$ cat src/rtl/uart_code_lock_ctrl.sv
// Code lock driven by UART bytes: collects CODE_LEN bytes, opens on a match,
// counts failed entries and raises a timed alarm/lockout after MAX_FAILS.
module uart_code_lock_ctrl #(
    parameter int          CODE_LEN       = 4,
    parameter logic [31:0] CODE           = 32'h31323334,
    parameter int          OPEN_CYCLES    = 50_000_000,
    parameter int          ENTRY_TIMEOUT  = 250_000_000,
    parameter int          LOCKOUT_CYCLES = 500_000_000,
    parameter int          MAX_FAILS      = 3
) (
    input  logic       clk,
    input  logic       rst,
    input  logic       rx_valid,
    input  logic [7:0] rx_byte,
    output logic       lock_open,
    output logic       alarm,
    output logic [3:0] fail_cnt
);

    // rx_valid is a one-cycle strobe with no backpressure: rx_byte is only
    // meaningful while rx_valid=1, and every strobe is consumed on that edge.

    localparam logic [1:0] LOCKED  = 2'd0;
    localparam logic [1:0] ENTRY   = 2'd1;
    localparam logic [1:0] OPEN    = 2'd2;
    localparam logic [1:0] LOCKOUT = 2'd3;

    localparam logic [7:0] ABORT_BYTE = 8'h2A;
    localparam logic [7:0] CLOSE_BYTE = 8'h43;

    // Code left-aligned so the first expected byte always sits in [31:24].
    localparam logic [31:0] CODE_ALIGNED = CODE << (8 * (4 - CODE_LEN));
    localparam logic [1:0]  LAST_IDX     = 2'(CODE_LEN - 1);
    localparam logic [3:0]  FAIL_LIMIT   = 4'(MAX_FAILS);

    localparam logic [31:0] OPEN_LOAD    = 32'(OPEN_CYCLES - 1);
    localparam logic [31:0] ENTRY_LOAD   = 32'(ENTRY_TIMEOUT - 1);
    localparam logic [31:0] LOCKOUT_LOAD = 32'(LOCKOUT_CYCLES - 1);

    logic [1:0]  state;
    logic [1:0]  state_n;
    logic [1:0]  idx;
    logic [1:0]  idx_n;
    logic        mismatch;
    logic        mismatch_n;
    logic [31:0] timer;
    logic [31:0] timer_n;
    logic [3:0]  fail_n;

    logic        byte_in;
    logic        abort_in;
    logic        close_in;
    logic        expired;
    logic [1:0]  byte_idx;
    logic [7:0]  exp_byte;
    logic        miss_acc;
    logic        last_byte;
    logic [3:0]  fail_inc;

    always_comb begin
        byte_in  = rx_valid && (rx_byte != ABORT_BYTE);
        abort_in = rx_valid && (rx_byte == ABORT_BYTE);
        close_in = rx_valid && (rx_byte == CLOSE_BYTE);
        expired  = (timer == 32'd0);
        // A byte arriving in LOCKED is always code byte 0.
        byte_idx = (state == ENTRY) ? idx : 2'd0;
        case (byte_idx)
            2'd0:    exp_byte = CODE_ALIGNED[31:24];
            2'd1:    exp_byte = CODE_ALIGNED[23:16];
            2'd2:    exp_byte = CODE_ALIGNED[15:8];
            default: exp_byte = CODE_ALIGNED[7:0];
        endcase
        miss_acc  = ((state == ENTRY) && mismatch) || (rx_byte != exp_byte);
        last_byte = (byte_idx == LAST_IDX);
        fail_inc  = fail_cnt + 4'd1;
    end

    always_comb begin
        state_n    = state;
        idx_n      = idx;
        mismatch_n = mismatch;
        timer_n    = timer;
        fail_n     = fail_cnt;
        case (state)
            LOCKED, ENTRY: begin
                if (byte_in) begin
                    if (last_byte) begin
                        // Verdict only once the full code length is in.
                        idx_n      = 2'd0;
                        mismatch_n = 1'b0;
                        if (!miss_acc) begin
                            state_n = OPEN;
                            timer_n = OPEN_LOAD;
                            fail_n  = 4'd0;
                        end else if (fail_inc == FAIL_LIMIT) begin
                            state_n = LOCKOUT;
                            timer_n = LOCKOUT_LOAD;
                            fail_n  = fail_inc;
                        end else begin
                            state_n = LOCKED;
                            timer_n = 32'd0;
                            fail_n  = fail_inc;
                        end
                    end else begin
                        state_n    = ENTRY;
                        idx_n      = byte_idx + 2'd1;
                        mismatch_n = miss_acc;
                        timer_n    = ENTRY_LOAD;
                    end
                end else if ((state == ENTRY) && (abort_in || expired)) begin
                    state_n    = LOCKED;
                    idx_n      = 2'd0;
                    mismatch_n = 1'b0;
                    timer_n    = 32'd0;
                end else if (state == ENTRY) begin
                    timer_n = timer - 32'd1;
                end
            end
            OPEN: begin
                // Expiry and a close byte together still mean one close.
                if (close_in || expired) begin
                    state_n = LOCKED;
                    timer_n = 32'd0;
                end else begin
                    timer_n = timer - 32'd1;
                end
            end
            LOCKOUT: begin
                if (expired) begin
                    state_n = LOCKED;
                    fail_n  = 4'd0;
                end else begin
                    timer_n = timer - 32'd1;
                end
            end
            default: begin
                state_n    = LOCKED;
                idx_n      = 2'd0;
                mismatch_n = 1'b0;
                timer_n    = 32'd0;
            end
        endcase
    end

    always_ff @(posedge clk) begin
        if (rst) begin
            state     <= LOCKED;
            idx       <= 2'd0;
            mismatch  <= 1'b0;
            timer     <= 32'd0;
            fail_cnt  <= 4'd0;
            lock_open <= 1'b0;
            alarm     <= 1'b0;
        end else begin
            state     <= state_n;
            idx       <= idx_n;
            mismatch  <= mismatch_n;
            timer     <= timer_n;
            fail_cnt  <= fail_n;
            // Outputs decoded from the next state so they change with it.
            lock_open <= (state_n == OPEN);
            alarm     <= (state_n == LOCKOUT);
        end
    end

endmodule
$ cat config.mk
export PLATFORM = sky130hd
export DESIGN_NAME = uart_code_lock_ctrl
export DESIGN_NICKNAME = d
export VERILOG_FILES = /design/src/rtl/uart_code_lock_ctrl.sv
export SDC_FILE = /design/constraint.sdc
export NUM_CORES = 1
export LEC_CHECK = 0
export ABC_AREA = 1
export BUFFER_PORTS_ARGS = -buffer_cell sky130_fd_sc_hd__buf_2
export CORE_ASPECT_RATIO = 0.75
export CORE_MARGIN = 10
export CORE_UTILIZATION = 35
export DETAILED_ROUTE_END_ITERATION = 8
export GPL_TIMING_DRIVEN = 1
export PLACE_DENSITY = 0.54
export REMOVE_ABC_BUFFERS = 1
export SLEW_MARGIN = 20
export SYNTH_ARGS = -nofsm -noshare
export SYNTH_HDL_FRONTEND = slang
export SYNTH_SLANG_ARGS = --single-unit
$ cat constraint.sdc
create_clock -name clk -period 2.5 [get_ports clk]
set_clock_uncertainty 0.05 [all_clocks]
set_input_delay 0.375 -clock clk [delete_from_list [all_inputs] [get_ports clk]]
set_output_delay 0.375 -clock clk [all_outputs]
set_load 0.03 [all_outputs]
==> results of run 1 <==
[timing repair]
item,CTS,global route
endpoints found under the setup margin,0,10
hold buffers,0,0
resized for setup,0,2
endpoints found under the hold margin,0,0
[synth_stat cells (11+ instances only)]
cell / count / area [um2]
nand2_1: 105 / 394
nor2_1: 65 / 244
dfxtp_1: 43 / 861
inv_1: 42 / 158
a21oi_1: 37 / 185
o21ai_1: 25 / 125
nand3_1: 16 / 80.1
nand4_1: 15 / 93.8
xnor2_1: 14 / 123
xor2_1: 14 / 123
nor2_2: 11 / 68.8
[critical path: stages, from the launching register on]
cell	delay [ps]
dfxtp_1	350
inv_2	130
nand2_2	110
nor2_2	170
ha_1	200
inv_1	90
or2_2	300
nand3b_1	90
nor2_1	50
nand3_2	100
nand2_1	90
a21oi_1	290
a21oi_1	120
[sequential cells by signal (all words and copies together), names as in the netlist]
signal	flops
timer	32
mismatch	1
alarm	1
lock_open	1
fail_cnt	4
state	2
idx	2
[final cells by class]
type	instances	area [um2]	area share, %
Clock buffer	5	68.8	2.18
Clock inverter	2	13.8	0.437
Inverter	45	169	5.36
Multi-Input combinational cell	341	1780	56.6
Sequential cell	43	861	27.3
Tap cell	105	131	4.17
Timing Repair Buffer	22	125	3.97
[worst max-delay path by stage]
stage,startpoint,endpoint,cells past startpoint
2_1_floorplan,state[1]$_SDFF_PP0_,timer[12]$_SDFFE_PP0P_,12
3_3_place_gp,state[1]$_SDFF_PP0_,timer[12]$_SDFFE_PP0P_,12
3_5_place_dp,state[1]$_SDFF_PP0_,timer[15]$_SDFFE_PP0P_,12
4_1_cts,state[1]$_SDFF_PP0_,timer[15]$_SDFFE_PP0P_,12
5_1_grt,state[1]$_SDFF_PP0_,timer[14]$_SDFFE_PP0P_,12
6_report,state[1]$_SDFF_PP0_,timer[14]$_SDFFE_PP0P_,12
[layout by cell type, fill, tap and decap left out, drive strengths merged, types with 2 or more instances in the layout]
master / n
dfxtp: 43
or2: 3
nand3: 18
ha: 5
buf: 22
a21oi: 37
nor3: 3
o21a: 2
inv: 45
clkinv: 2
xnor2: 14
nand2: 113
nor2: 81
clkbuf: 5
o21ai: 31
xor2: 14
nand4: 15
[report_power, final]
| group | switching (mW) | internal [mW] |
|---|---|---|
| clock | 0.249 | 0.192 |
| combinational | 0.265 | 0.146 |
| sequential | 0.0575 | 0.730 |
[routing by layer]
metal  up-vias  GRT usage, %  routed length [um]
met4         0          3.31                  72
met5         -             0                   0
met2        71          17.0                2930
met1      1238          18.2                4050
met3         4          2.92                 537
li1       1439             -                   -
[through the flow]
stage	power, mW	setup WS [ps]	cells
after floorplan	1.09	544	429
after global placement	1.21	276	556
after detailed placement	1.21	189	556
after CTS	1.64	158	563
after global routing	1.75	16.3	563
final	1.64	240	563
[logic make-up (layout without fill, tap and decap cells)]
| kind of cell | after synthesis | in the layout | synth area share [%] |
|---|---|---|---|
| and+or+nand+nor | 237 | 237 | 38.5 |
| xor gates and xnor gates | 28 | 28 | 8.57 |
| DFF | 43 | 43 | 30.1 |
| adders and majority gates | 5 | 5 | 2.19 |
| AOI/OAI and AO/OA | 71 | 71 | 12.8 |
| buffers and inverters | 53 | 74 | 7.83 |
==> results.md, run 1 <==
* CTS root buffer: clkbuf_8
* Worst-skew pair later-pin latency at ~300 ps
* Final antenna-violating net count at 0
* CTS max path bufs at 2
* Pin count of the biggest net entering global routing at 33
* All-Layer GR Usage at approximately 12%
* Post-DP Area at ~3100 um2
* Crit path max fanout at 8
* Design Area, Final at 3150 um2
* WS Path Type: flip-flop to flip-flop
* Clock sinks at 43
* Setup slack, reg-to-reg at approximately 240 ps
* Routed WL at 7590 um
* Net count, final at approximately 470
* Global route total overflow at 0
* Worst reg2reg path depth at 12
* Fmax at roughly 440 MHz
* Antenna diode instance count at 0
* Cell Rows at 28
* DRC viols at 0
* Crit end category: flip-flop
* Fin util at roughly two fifths
* Period minus WS final at 2260 ps
* P&R area growth vs syn at 10.1%
* Worst Hold Class: input port to flip-flop
* Slew HR at between 50 and 60%
* Detailed Place HPWL at about 5800 um
* Initial antenna violation count at 0
* DRT Pass-1 Iters at 4
* Slew Viols, Final at 0
* Core Box Area at slightly below 8000 um2
* Reg2Reg Capture Point: timer[14]$_SDFFE_PP0P_
* Setup TNS at 0 ps
* Iter 0 DRT Violations at 238
* TritonCTS clock tree: yes
* WL per Instance at 13.5 um
* Hold Path Stages at 2
* Synth Area per Inst at ~6.5 um2
* Gpl congestion at between 0.9 and 1
* DIE AREA at ~12000 um2
* Min-delay src: rst
* Seq cells post-synth at between 40 and 50
* Initial core utilization at a little over a third
* H-tree Lvls at 2
* Die X-Extent at roughly 120 um
* Seq/Total Area, Yosys at 30.1%
* Synth warn at 0
* Fin. Hold Viols at 0
* Period utilization at between 90% and 100%
* Clock Pin Slew Worst Setup and Hold Paths at approximately 90 ps
* Post-Syn Instances at around 440
* Asr flop ratio synth at 0%
* Worst path required time at between 2000 and 3000 ps
* Worst hold slack at 296 ps
* Leakage at approximately 1.5 nW
* First-pass GRT wire length at between 10000 and 15000 um
* Die height at 98.3 um
* EDFF count, synth at 0
* Synth Flop Type: dfxtp_1
* Num CTS Buffers at 5
* IO Count at 17
* Worst hold endpoint: fail_cnt[3]$_SDFFE_PP0P_
* RR Startpoint: state[1]$_SDFF_PP0_
* Status: completed
* Share of cells above drive strength 1 at roughly 14%
* PortBufs at 16
* Routed vias at about 2800
* Worst slew pin tran at 618 ps
* Postcts setup bufs at 0
* Worst EP arrival at approximately 2400 ps
* Max-cap check violation count at 0
* RSZ-0062 raised after global routing: no
* Critical path launch point type: flip-flop
* Worst vdd ir at 0.210 mV
* Netlist Area Pre-Place at between 2000 and 3000 um2
* Final setup vio count at 0
* Pwr dens at roughly 520 nW/um2
* Via density at 4.89
* # fillers at 868
* Yosys cell types at 32
* Vias in the first global route at about 2600
(Power assumes the default switching activity.)
==> inputs of run 2 (changes only) <==
--- a/config.mk
+++ b/config.mk
@@ -7,12 +7,15 @@
 export LEC_CHECK = 0
 export ABC_AREA = 1
 export BUFFER_PORTS_ARGS = -buffer_cell sky130_fd_sc_hd__buf_2
+export CELL_PAD_IN_SITES_DETAIL_PLACEMENT = 0
+export CELL_PAD_IN_SITES_GLOBAL_PLACEMENT = 1
 export CORE_ASPECT_RATIO = 0.75
 export CORE_MARGIN = 10
-export CORE_UTILIZATION = 35
+export CORE_UTILIZATION = 32
 export DETAILED_ROUTE_END_ITERATION = 8
+export GPL_ROUTABILITY_DRIVEN = 0
 export GPL_TIMING_DRIVEN = 1
-export PLACE_DENSITY = 0.54
+export PLACE_DENSITY = 0.65
 export REMOVE_ABC_BUFFERS = 1
 export SLEW_MARGIN = 20
 export SYNTH_ARGS = -nofsm -noshare
==> run 2 against run 1 <==
  * Sequential power about the same
  * Worst hold slack got worse by 9.2 ps
  * Highest routed layer unchanged
  * Core utilization decreased by 2.0 points
  * Sequential share of layout area decreased by 0.82 points
==> results.md, run 2 (synthesis results as in run 1) <==
* Worst Hold Class: input port to flip-flop
* H-tree Lvls at 2 (unchanged)
* First-pass GRT wire length at 13700 um (+7.6%)
* WS Path Type: flip-flop to flip-flop
* Fin. Hold Viols at 0 (unchanged)
* Pwr dens at 615 nW/um2 (+18%)
* Worst vdd ir at 0.301 mV (+43%)
* Clock Pin Slew Worst Setup and Hold Paths at 70 ps (-20 ps)
* Status: completed
* Detailed Place HPWL at 6410 um (+9.7%)
* Worst-skew pair later-pin latency at 290 ps (about the same)
* Antenna diode instance count at 0 (unchanged)
* Pin count of the biggest net entering global routing at 33 (unchanged)
* CTS root buffer: clkbuf_16
* DRC viols at 0 (unchanged)
* Commonest non-fill, non-tap cell in the layout: nand2_1
* P&R area growth vs syn at 13.6%
* Final setup vio count at 0 (unchanged)
* IO Count at 17 (unchanged)
* Worst path required time at 2680 ps (+50 ps)
* Core Box Area at 8600 um2 (+8.6%)
* Routed WL at 8290 um (+9.2%)
* Num CTS Buffers at 5 (unchanged)
* Vias in the first global route at 2644 (+2.9%)
* Crit path max fanout at 8 (unchanged)
* Largest regs: timer x32, fail_cnt x4
* Final antenna-violating net count at 0 (unchanged)
* Setup TNS at 0 ps (unchanged)
* Period minus WS final at 2240 ps (-15.0 ps)
* Net count, final at 475 (+0.21%)
* Worst EP arrival at 2430 ps (+40 ps)
* TritonCTS clock tree: yes
* WL per Instance at 14.6 um (+8.3%)
* Largest register by flop count: timer
* Die X-Extent at 129 um (+3.8%)
* Global route total overflow at 0 (unchanged)
* Most frequent cells in the layout: 105 x nand2_1, 65 x nor2_1, 43 x dfxtp_1
* CTS Hold Buffers Added at 0 (unchanged)
* Cell Rows at 29 (+3.6%)
* Die height at 102 um (+3.7%)
* All-Layer GR Usage at 13.1% (+0.75 points)
* Via density at 4.95 (+1.3%)
* DRT Pass-1 Iters at 4 (unchanged)
* Total power at 2.00 mW (+22%)
* Initial antenna violation count at 0 (unchanged)
* # fillers at 945 (+8.9%)
* CTS max path bufs at 2 (unchanged)
* Max reg flops at 32 (unchanged)
* Routed vias at 2812 (+2.2%)
* Leakage at 1.53 nW (+2.7%)
* Slew HR at 58.3% (-0.41 points)
* Critical path launch point type: flip-flop
* Postcts setup bufs at 0 (unchanged)
* Crit end category: flip-flop
* Max-cap check violation count at 0 (unchanged)
* Clock sinks at 43 (unchanged)
* Period utilization at 89.8% (-0.60 points)
* Worst slew pin tran at 625 ps (+6.07 ps)
* Iter 0 DRT Violations at 163 (-32%)
* Initial core utilization at 33.3% (-2.9 points)
* PortBufs at 16 (unchanged)
* Fmax at 445 MHz (+0.67%)
* RSZ-0062 raised after global routing: no
* DIE AREA at 13200 um2 (+7.6%)
* Share of cells above drive strength 1 at 13.9% (+0.16 points)
* Slew Viols, Final at 0 (unchanged)
-- run 2: area by class of cell --
| cell class | count | area (um2) | share of cell area (%) |
|---|---|---|---|
| well taps | 108 | 135 | 4.16 |
| clock inverters | 3 | 46.3 | 1.42 |
| multi-input cells | 341 | 1780 | 54.8 |
| inverters | 45 | 169 | 5.20 |
| clock buffers | 5 | 125 | 3.85 |
| flip-flops and latches | 43 | 861 | 26.5 |
| repair buffers | 23 | 133 | 4.08 |
-- run 2: power by group --
part | internal, mW | leakage [nW] | switching [mW]
clock network | 0.476 | 0.0804 | 0.315
registers | 0.730 | 0.355 | 0.0578
logic | 0.148 | 1.10 | 0.271
-- run 2: worst paths after layout --
| kind | from | endpoint | slack [ps] | depth (start not counted) |
|---|---|---|---|---|
| worst max-delay path | state[1]$_SDFF_PP0_ | fail_cnt[1]$_SDFFE_PP0P_ | 260 | 12 |
| worst min-delay path | rst | idx[1]$_SDFFE_PP0P_ | 290 | 2 |
| worst max register to register | state[1]$_SDFF_PP0_ | fail_cnt[1]$_SDFFE_PP0P_ | 260 | 12 |
| worst min register to register | idx[1]$_SDFFE_PP0P_ | idx[1]$_SDFFE_PP0P_ | 420 | 2 |
-- run 2: timing repair --
action | 4_1_cts | 5_1_grt
endpoints found under the setup margin | 0 | 5
resized for setup | 0 | 1
hold endpoints to repair | 0 | 0
-- run 2: worst max-delay path, stage by stage (launching register included) --
cell and delay, ps:
dfxtp_1 340, inv_2 130, nand2_2 100, nor2_2 180
ha_1 210, inv_1 80, or2_2 290, nand3_1 80
nor2_1 50, nand2_1 90, nand4_1 260, o21a_1 260
nor2_1 80
-- run 2: metrics by stage --
stage               hold WS (ps)  worst slack [ps]  cells  instance area (um2)  utilization, %
CTS                          289               209    568                 3250            37.7
floorplan                    385               544    429                 2810               -
detailed placement           404               221    560                 3070            35.7
global placement             401               276    560                 3070            35.7
global route                 317              44.0    568                 3250            37.8
finish                       287               255    568                 3250            37.8
-- run 2: routing by layer --
layer / GRT usage (%) / up-vias / routed length [um]
li1: - / 1452 / -
met1: 20.1 / 1301 / 4760
met2: 17.9 / 53 / 3120
met3: 2.12 / 6 / 317
met4: 3.66 / 0 / 95
met5: 0 / - / 0
==> inputs of run 3 (changes only) <==
--- a/config.mk
+++ b/config.mk
@@ -15,6 +15,7 @@
 export DETAILED_ROUTE_END_ITERATION = 8
 export GPL_ROUTABILITY_DRIVEN = 0
 export GPL_TIMING_DRIVEN = 1
+export MAX_ROUTING_LAYER = met4
 export PLACE_DENSITY = 0.65
 export REMOVE_ABC_BUFFERS = 1
 export SLEW_MARGIN = 20
==> run 3 against run 2 <==
  * Register-to-register slack about the same
  * Worst hold slack better by 3.4 ps
  * Non-clock buffer count unchanged
  * Die area unchanged
  * Combinational power about the same
==> results.md, run 3 (synthesis results as in run 1) <==
* Status: completed
* Iter 0 DRT Violations at 152 (-6.7%)
* Setup TNS at 0 ps (unchanged)
* All-Layer GR Usage at 13.4% (+0.38 points)
* Pin count of the biggest net entering global routing at 33 (unchanged)
* P&R area growth vs syn at 13.6% (unchanged)
* Worst EP arrival at 2420 ps (about the same)
* Detailed Place HPWL at 6410 um (unchanged)
* Num CTS Buffers at 5 (unchanged)
* Crit end category: flip-flop
* Share of cells above drive strength 1 at 13.9% (unchanged)
* IO Count at 17 (unchanged)
* Largest regs: timer x32, fail_cnt x4
* Routed vias at 2822 (+0.36%)
* Initial core utilization at 33.3% (unchanged)
* DRC viols at 0 (unchanged)
* Postcts setup bufs at 0 (unchanged)
* Pwr dens at 614 nW/um2 (-0.15%)
* WS Path Type: flip-flop to flip-flop
* Most frequent cells in the layout: 105 x nand2_1, 65 x nor2_1, 43 x dfxtp_1
* Die height at 102 um (unchanged)
* Max reg flops at 32 (unchanged)
* CTS root buffer: clkbuf_16
* Final setup vio count at 0 (unchanged)
* Cell Rows at 29 (unchanged)
* Fin. Hold Viols at 0 (unchanged)
* Clock Pin Slew Worst Setup and Hold Paths at 70 ps (about the same)
* Clock sinks at 43 (unchanged)
* Period utilization at 89.5% (-0.30 points)
* Initial antenna violation count at 0 (unchanged)
* DRT Pass-1 Iters at 4 (unchanged)
* Die X-Extent at 129 um (unchanged)
* Slew Viols, Final at 0 (unchanged)
* TritonCTS clock tree: yes
* Via density at 4.97 (+0.36%)
* Worst reg2reg path depth at 12 (unchanged)
* Antenna diode instance count at 0 (unchanged)
* WL per Instance at 14.5 um (-0.54%)
* Slew HR at 59.1% (+0.82 points)
* Worst Hold Class: input port to flip-flop
* H-tree Lvls at 2 (unchanged)
* Hold Path Stages at 2 (unchanged)
* Total power at 2.00 mW (-0.15%)
* Commonest non-fill, non-tap cell in the layout: nand2_1
* RSZ-0062 raised after global routing: no
* Worst path required time at 2680 ps (about the same)
* Period minus WS final at 2240 ps (-7.47 ps)
* Pre-CTS WS at 221 ps (unchanged)
* Worst slew pin tran at 612 ps (-12.3 ps)
* Fin worst setup slack at 263 ps (+7.47 ps)
* Routed WL at 8250 um (-0.54%)
* PortBufs at 16 (unchanged)
* Largest register by flop count: timer
* First-pass GRT wire length at 13700 um (about the same)
* Net count, final at 475 (unchanged)
* Max-cap check violation count at 0 (unchanged)
* Crit path max fanout at 8 (unchanged)
* Fmax at 447 MHz (+0.33%)
* Leakage at 1.53 nW (unchanged)
* CTS max path bufs at 2 (unchanged)
* DIE AREA at 13200 um2 (unchanged)
* Final antenna-violating net count at 0 (unchanged)
* Critical path launch point type: flip-flop
* Post-DP Area at 3070 um2 (unchanged)
* Core Box Area at 8600 um2 (unchanged)
* Design Area, Final at 3250 um2 (unchanged)
* Worst-skew pair later-pin latency at 290 ps (about the same)
* Worst vdd ir at 0.302 mV (+0.19%)
* Global route total overflow at 0 (unchanged)
* Vias in the first global route at 2648 (+0.15%)
* Fin util at 37.8% (unchanged)
==> run 3: cell counts in the layout (fill, tap and decap cells not counted) <==
Identical to the previous run, type by type.
==> run 3: layout make-up <==
class / instances / area (um2)
fill: 945 / 5350
multi-input combinational: 341 / 1780
sequential: 43 / 861
inverter: 45 / 169
tap: 108 / 135
timing repair buffer: 23 / 133
clock buffer: 5 / 125
clock inverter: 3 / 46.3
==> run 3: per-stage QoR <==
stage / instances / hold WS, ps
2_1_floorplan: 429 / 385
6_report: 568 / 290
5_1_grt: 568 / 317
3_5_place_dp: 560 / 404
4_1_cts: 568 / 289
3_3_place_gp: 560 / 401
==> run 3: path summary, 6_finish.rpt <==
kind | end | slack, ps | startpoint
hold / removal | idx[1]$_SDFFE_PP0P_ | 290 | rst
setup reg to reg | fail_cnt[1]$_SDFFE_PP0P_ | 260 | state[1]$_SDFF_PP0_
hold reg to reg | idx[0]$_SDFFE_PP0P_ | 410 | idx[0]$_SDFFE_PP0P_
setup / recovery | fail_cnt[1]$_SDFFE_PP0P_ | 260 | state[1]$_SDFF_PP0_
==> run 3: power by group <==
group / internal (mW) / switching [mW] / leakage, nW
clock: 0.476 / 0.314 / 0.0804
sequential: 0.730 / 0.0578 / 0.355
combinational: 0.148 / 0.270 / 1.10
total: 1.35 / 0.641 / 1.53
==> run 3: timing repair <==
action,in CTS,in global routing
hold endpoints to repair,0,0
endpoints found under the setup margin,0,5
gates resized for setup,0,1
hold buffers,0,0
==> run 3: per-layer routing <==
layer / share of wire (%) / track usage (%) / up-vias
met1: 56 / 20.1 / 1309
met4: 1.1 / 3.66 / 0
li1: - / - / 1452
met2: 38 / 17.8 / 55
met3: 5.2 / 2.02 / 6
met5: 0 / - / -
==> run 3: worst max-delay path, cell delays in order, from the launching register on <==
cell	delay [ps]
dfxtp_1	340
inv_2	130
nand2_2	100
nor2_2	180
ha_1	210
inv_1	80
or2_2	290
nand3_1	80
nor2_1	50
nand2_1	90
nand4_1	250
o21a_1	260
nor2_1	80
